### src/rtl/timer_mch_pkg.sv
// Shared types and helpers for the multi-channel timer core.
// Mode encoding, default prescale exponent limit and its clamp.
package timer_mch_pkg;

    typedef enum logic [1:0] {
        MODE_FREE     = 2'd0,
        MODE_PERIODIC = 2'd1,
        MODE_ONESHOT  = 2'd2,
        MODE_RSVD     = 2'd3
    } mode_e;

    localparam int DIV_MAX_C = 8;

    function automatic logic [31:0] clamp_div(
        input logic [31:0] v,
        input logic [31:0] mx
    );
        return (v > mx) ? mx : v;
    endfunction

endpackage

### src/rtl/timer_mch_chan.sv
// One timer channel: 2^n prescaler, up-counter, compare match,
// sticky pending flag and free/periodic/one-shot behaviour.
module timer_mch_chan
    import timer_mch_pkg::*;
#(
    parameter int CNT_W   = 64,
    parameter int DIV_W   = 4,
    parameter int DIV_MAX = DIV_MAX_C
) (
    input  logic             clk,
    input  logic             rst_n,
    input  logic             ch_en,
    input  logic             div_en,
    input  logic [DIV_W-1:0] div_val,
    input  logic [1:0]       mode,
    input  logic             cnt_wr,
    input  logic [CNT_W-1:0] cnt_wdata,
    input  logic [CNT_W-1:0] cmp_val,
    input  logic             irq_clr,
    input  logic             halt,
    output logic [CNT_W-1:0] cnt_val,
    output logic             irq_pend,
    output logic             oneshot_done
);

    localparam int PW = (DIV_MAX > 0) ? DIV_MAX : 1;

    mode_e            md;
    logic [31:0]      dv;
    logic [PW-1:0]    presc;
    logic [PW-1:0]    term;
    logic             div_en_q;
    logic [DIV_W-1:0] div_val_q;
    logic             ch_en_q;
    logic             presc_clr;
    logic             tick;
    logic             at_cmp;
    logic             match;

    assign md   = mode_e'(mode);
    assign dv   = clamp_div(32'(div_val), 32'(DIV_MAX));
    assign term = ~({PW{1'b1}} << dv);

    assign at_cmp = (cnt_val == cmp_val);
    assign match  = at_cmp && ch_en;

    // Any reconfiguration restarts the divide period from zero.
    assign presc_clr = !ch_en || !div_en || cnt_wr
                     || (div_en != div_en_q)
                     || (div_val != div_val_q);

    assign tick = ch_en && !halt && !oneshot_done
               && (!div_en || (presc == term));

    always_ff @(posedge clk or negedge rst_n) begin
        if (!rst_n) begin
            presc     <= '0;
            div_en_q  <= 1'b0;
            div_val_q <= '0;
            ch_en_q   <= 1'b0;
        end else begin
            div_en_q  <= div_en;
            div_val_q <= div_val;
            ch_en_q   <= ch_en;
            if (presc_clr) begin
                presc <= '0;
            end else if (tick) begin
                presc <= '0;
            end else if (!halt && !oneshot_done) begin
                presc <= presc + 1'b1;
            end
        end
    end

    always_ff @(posedge clk or negedge rst_n) begin
        if (!rst_n) begin
            cnt_val      <= '0;
            oneshot_done <= 1'b0;
        end else if (cnt_wr) begin
            cnt_val      <= cnt_wdata;
            oneshot_done <= 1'b0;
        end else begin
            if (ch_en_q && !ch_en) begin
                oneshot_done <= 1'b0;
            end
            if (tick) begin
                case (md)
                    MODE_PERIODIC: begin
                        cnt_val <= at_cmp ? '0 : cnt_val + 1'b1;
                    end
                    MODE_ONESHOT: begin
                        if (at_cmp) begin
                            oneshot_done <= 1'b1;
                        end else begin
                            cnt_val <= cnt_val + 1'b1;
                        end
                    end
                    default: begin
                        cnt_val <= cnt_val + 1'b1;
                    end
                endcase
            end
        end
    end

    // A live match outranks a same-cycle clear.
    always_ff @(posedge clk or negedge rst_n) begin
        if (!rst_n) begin
            irq_pend <= 1'b0;
        end else if (match) begin
            irq_pend <= 1'b1;
        end else if (irq_clr) begin
            irq_pend <= 1'b0;
        end
    end

endmodule

### src/rtl/timer_mch_core.sv
// Multi-channel timer core; TIMER_HALT_EN adds a dbg_halt freeze input.
// Holds the channel array, the registered irq mask and the irq OR-reduce.
module timer_mch_core
    import timer_mch_pkg::*;
#(
    parameter int NUM_CH  = 2,
    parameter int CNT_W   = 64,
    parameter int DIV_W   = 4,
    parameter int DIV_MAX = DIV_MAX_C
) (
    input  logic                    sys_clk,
    input  logic                    sys_rst_n,
`ifdef TIMER_HALT_EN
    input  logic                    dbg_halt,
`endif
    input  logic [NUM_CH-1:0]       ch_en,
    input  logic [NUM_CH-1:0]       div_en,
    input  logic [NUM_CH*DIV_W-1:0] div_val,
    input  logic [NUM_CH*2-1:0]     mode,
    input  logic [NUM_CH-1:0]       cnt_wr,
    input  logic [NUM_CH*CNT_W-1:0] cnt_wdata,
    input  logic [NUM_CH*CNT_W-1:0] cmp_val,
    input  logic [NUM_CH-1:0]       irq_en,
    input  logic [NUM_CH-1:0]       irq_clr,
    output logic [NUM_CH*CNT_W-1:0] cnt_val,
    output logic [NUM_CH-1:0]       irq_pend,
    output logic [NUM_CH-1:0]       oneshot_done,
    output logic                    irq
);

    logic              halt;
    logic [NUM_CH-1:0] irq_en_q;

`ifdef TIMER_HALT_EN
    assign halt = dbg_halt;
`else
    assign halt = 1'b0;
`endif

    // irq is built only from flops so the APB side sees no comb path.
    always_ff @(posedge sys_clk or negedge sys_rst_n) begin
        if (!sys_rst_n) begin
            irq_en_q <= '0;
        end else begin
            irq_en_q <= irq_en;
        end
    end

    assign irq = |(irq_pend & irq_en_q);

    for (genvar i = 0; i < NUM_CH; i++) begin : g_ch
        timer_mch_chan #(
            .CNT_W   (CNT_W),
            .DIV_W   (DIV_W),
            .DIV_MAX (DIV_MAX)
        ) u_chan (
            .clk          (sys_clk),
            .rst_n        (sys_rst_n),
            .ch_en        (ch_en[i]),
            .div_en       (div_en[i]),
            .div_val      (div_val[i*DIV_W +: DIV_W]),
            .mode         (mode[i*2 +: 2]),
            .cnt_wr       (cnt_wr[i]),
            .cnt_wdata    (cnt_wdata[i*CNT_W +: CNT_W]),
            .cmp_val      (cmp_val[i*CNT_W +: CNT_W]),
            .irq_clr      (irq_clr[i]),
            .halt         (halt),
            .cnt_val      (cnt_val[i*CNT_W +: CNT_W]),
            .irq_pend     (irq_pend[i]),
            .oneshot_done (oneshot_done[i])
        );
    end

endmodule

### config.mk
export PLATFORM = sky130hd
export DESIGN_NAME = timer_mch_core
export DESIGN_NICKNAME = d
export VERILOG_FILES = /design/src/rtl/timer_mch_pkg.sv /design/src/rtl/timer_mch_chan.sv /design/src/rtl/timer_mch_core.sv
export SDC_FILE = /design/constraint.sdc
export NUM_CORES = 1
export LEC_CHECK = 0
export CAP_MARGIN = 10
export CORE_AREA = 2 2 163 165
export DETAILED_ROUTE_END_ITERATION = 10
export DIE_AREA = 0 0 165 167
export PLACE_DENSITY = 0.81
export RECOVER_POWER = 100
export SLEW_MARGIN = 20
export SYNTH_ARGS = -nofsm -noshare
export SYNTH_HDL_FRONTEND = slang
export SYNTH_SLANG_ARGS = --single-unit
### constraint.sdc
create_clock -name sys_clk -period 5.1 [get_ports sys_clk]
set_input_delay 1.02 -clock sys_clk [delete_from_list [all_inputs] [get_ports sys_clk]]
set_output_delay 1.02 -clock sys_clk [all_outputs]
set_load 0.02 [all_outputs]
==> out/qor.yml <==
pwr:
  powerDensity_nw_per_um2: 266
  ir_drop_uv: 205
  leakagePower_uw: 0.00674
die:
  dieArea_um2: 27600
  die_x_um: 165
  core_um2: 25800
  num_rows: 59
  pin_count: 413
  fp.dieH_um: 167
  initial_core_util: 0.473
cells_and_area:
  layout-drive-gt1-share: 0.0389
  nets: 2124
  utilization: 0.661
  syn_to_final_growth_pct: 39.7
setup_path:
  crit_chain: "dlygate4sd3_1 -> xor2_1 -> nor4_1 -> nand4_1 -> nor4_4 -> a22oi_2 -> clkbuf_1 -> and4_1 -> or3_1"
  arrival_ns: 4.79
  crit_start: "cmp_val[70]"
  r2r_start: "g_ch[1].u_chan.cnt_val[6]"
  endpoint: "g_ch[1].u_chan.cnt_val[59]"
  start_kind: "input pin"
  reg2reg_slack_ns: 1.30
  ff2ff_path_depth: 8
  crit_cells: 9
  crit_required_ns: 5.41
  slowest_delay_ns: 0.63
  crit_family: "simple AND/OR/NAND/NOR gates"
  reg2reg_to: "g_ch[1].u_chan.cnt_val[59]"
  critPathSlowestCell: "nor4_4"
  critPathMaxFanout: 27
  end_kind: "register"
  path_class: "input pin to register"
  crit_buf_inv: 2
global_routing:
  grt_max_degree: 88
  grt_pass1_vias: 13200
  grt.overflow.total: 0
  antenna_found_initial: 5
  grt_pass1_wl_mm: 76.6
  track_usage: 0.363
drt:
  route.detailed.drc: 0
  wl_mm: 50.9
  postRouteAntennaNets: 0
  post_drt_wl_per_cell_um: 23.2
  vias_per_cell: 6.29
  dr.first_iter.drc_count: 1501
  vias: 13800
  drtPass1Iterations: 6
clocking:
  cts_sinks: 162
  cts_setup_buffers: 0
  clk_latency_ns: 0.43
  hold_buffers: 0
  root_buffer: "clkbuf_16"
  cts_resized: 0
  cts_htree_levels: 4
  clock_path_buffers: 2
  cts_tree: "built"
  cts_inserted_buffers: 17
  clk_pin_slew_ns: 0.07
synthesis:
  ys_types: 77
  yosys_warnings: 0
  yosys-top-cells-area: "dfrtp_1 (33%), xor2_1 (10%), nand2_1 (4.2%)"
  ys.flop_type: "dfrtp_1"
  async_flop_share: 1.00
  yosysTopAreaCell: "dfrtp_1"
  ys_seq_area_frac: 0.333
  synth_fp_nets: 1781
  synth_edf_count: 0
  synth_cells: 1497
  synth_top_area_frac: 0.333
  synthesis.area_um2: 12200
  synth_seq_cells: 162
  synth_area_per_cell_um2: 8.14
placed_design:
  hpwl_mm: 38.6
  portBuffers: 412
  place_congestion: 0.938
  preCtsSetupSlack_ns: 0.558
outcome:
  violations: "capacitance limit, slew limit"
  status: "finished with violations"
worst_hold_path:
  hold_path.class: "register to register"
sta:
  maxSlewViolCount: 88
  hold_viol_final: 0
  finalCritPeriodShare: 0.880
  fmax_mhz: 223
  setup_viol: 0
  worst_pin_slew_ns: 2.30
  rsz0062_at_grt: "false"
  slew_headroom: -0.532
  fin_setup_tns_ns: 0
  min_period_ns: 4.49
  layout_setup_ws_ns: 0.611
  final.setup_skew_ns: 0.0145
run:
  drv_cap: 1
-- report_power, final --
part / switching, uW / internal [uW] / total, uW
combinational: 711 / 597 / 1310
sequential: 314 / 1410 / 1730
clock: 595 / 904 / 1500
total: 1620 / 2920 / 4540
-- worst reg2reg max path: stages, from the launching register on --
cell and delay, ns:
dfrtp_1 0.46, xor2_1 0.27, nor4_1 0.60, nand4_1 0.31
nor4_4 0.63, a22oi_2 0.17, clkbuf_1 0.50, and4_1 0.37
or3_1 0.38
-- cells by family after synthesis --
family | after synthesis | synth area share
AOI/OAI and AO/OA | 345 | 0.203
muxes | 4 | 0.00328
DFF | 162 | 0.333
adders and majority gates | 4 | 0.00411
and+or+nand+nor | 604 | 0.265
xor gates and xnor gates | 154 | 0.111
buffers and inverters | 224 | 0.0810
-- per-stage QoR --
| stage | cells | total power, uW | hold slack, ns | instance area [um2] |
|---|---|---|---|---|
| 2_1_floorplan | 1497 | 2290 | 0.513 | 12200 |
| 3_3_place_gp | 2156 | 3070 | 0.551 | 16400 |
| 3_5_place_dp | 2156 | 3090 | 0.562 | 16400 |
| 4_1_cts | 2188 | 4590 | 0.583 | 17100 |
| 5_1_grt | 2188 | 4710 | 0.618 | 17000 |
| 6_report | 2191 | 4540 | 0.587 | 17000 |
-- area by class of cell --
type	instances	area (um2)
repair buffers	428	4270
multi-input cells	1111	7160
clock buffers	18	439
diodes	3	7.51
fillers	2152	8730
flip-flops and latches	162	4050
well taps	335	419
clock inverters	14	238
inverters	120	450
-- cells in the final DEF (no fill, tap or decap), types with 10 or more instances in the layout --
cell type / netlist / layout
or3_1: 14 / 14
o211ai_1: 42 / 42
a21boi_0: 31 / 31
xnor2_1: 10 / 10
nand4_1: 78 / 78
buf_4: 14 / 11
a32oi_1: 21 / 21
and2_1: 18 / 18
o21ai_0: 25 / 57
clkbuf_16: 0 / 17
a21oi_1: 55 / 54
clkdlybuf4s50_1: 0 / 260
inv_1: 120 / 120
nand2_1: 137 / 137
nor2_1: 93 / 93
dfrtp_1: 162 / 162
o31ai_1: 12 / 12
dlygate4sd3_1: 0 / 149
o31a_1: 14 / 14
xor2_1: 144 / 144
nor4_1: 50 / 50
and3_1: 16 / 16
nand3_1: 85 / 85
and4_1: 16 / 16
a221o_1: 13 / 13
or4_1: 10 / 10
o221ai_1: 15 / 15
nor2b_1: 10 / 10
nor3_1: 37 / 37
a22oi_1: 30 / 30
-- how the worst min path moves through the flow --
stage / startpoint / end / slack, ns / cells after the start
2_1_floorplan: g_ch[1].u_chan.irq_pend / g_ch[1].u_chan.irq_pend / 0.51 / 2
3_3_place_gp: g_ch[1].u_chan.presc[7] / g_ch[1].u_chan.presc[7] / 0.55 / 2
3_5_place_dp: g_ch[1].u_chan.presc[7] / g_ch[1].u_chan.presc[7] / 0.56 / 2
4_1_cts: g_ch[1].u_chan.presc[7] / g_ch[1].u_chan.presc[7] / 0.58 / 2
5_1_grt: g_ch[1].u_chan.ch_en_q / g_ch[1].u_chan.oneshot_done / 0.62 / 3
6_report: g_ch[1].u_chan.presc[7] / g_ch[1].u_chan.presc[7] / 0.59 / 2
-- Yosys cell counts (all sizes together), types with 39 or more instances --
cell type,n
dfrtp,162
o21ai,58
clkbuf,49
nand3,85
nor4,56
nand4,79
xor2,144
nand2,137
a21oi,56
buf,55
nor2,93
inv,120
nor3,39
o211ai,42
-- flip-flops by register name, summed over array words and instances (netlist names) --
name,cells
g_ch.u_chan.cnt_val,128
g_ch.u_chan.presc,16
g_ch.u_chan.div_val_q,8
g_ch.u_chan.ch_en_q,2
g_ch.u_chan.div_en_q,2
g_ch.u_chan.irq_pend,2
g_ch.u_chan.oneshot_done,2
irq_en_q,2
-- metal layers --
metal | wire length [um] | vias to the layer above | global-route usage | part of all wire
met5 | 23 | - | 0 | 0.00045
met4 | 3540 | 4 | 0.218 | 0.070
met3 | 5200 | 188 | 0.0927 | 0.10
met2 | 23500 | 900 | 0.579 | 0.46
met1 | 18600 | 6531 | 0.437 | 0.37
li1 | - | 6159 | - | -
Power figures use the tool's default switching activity.
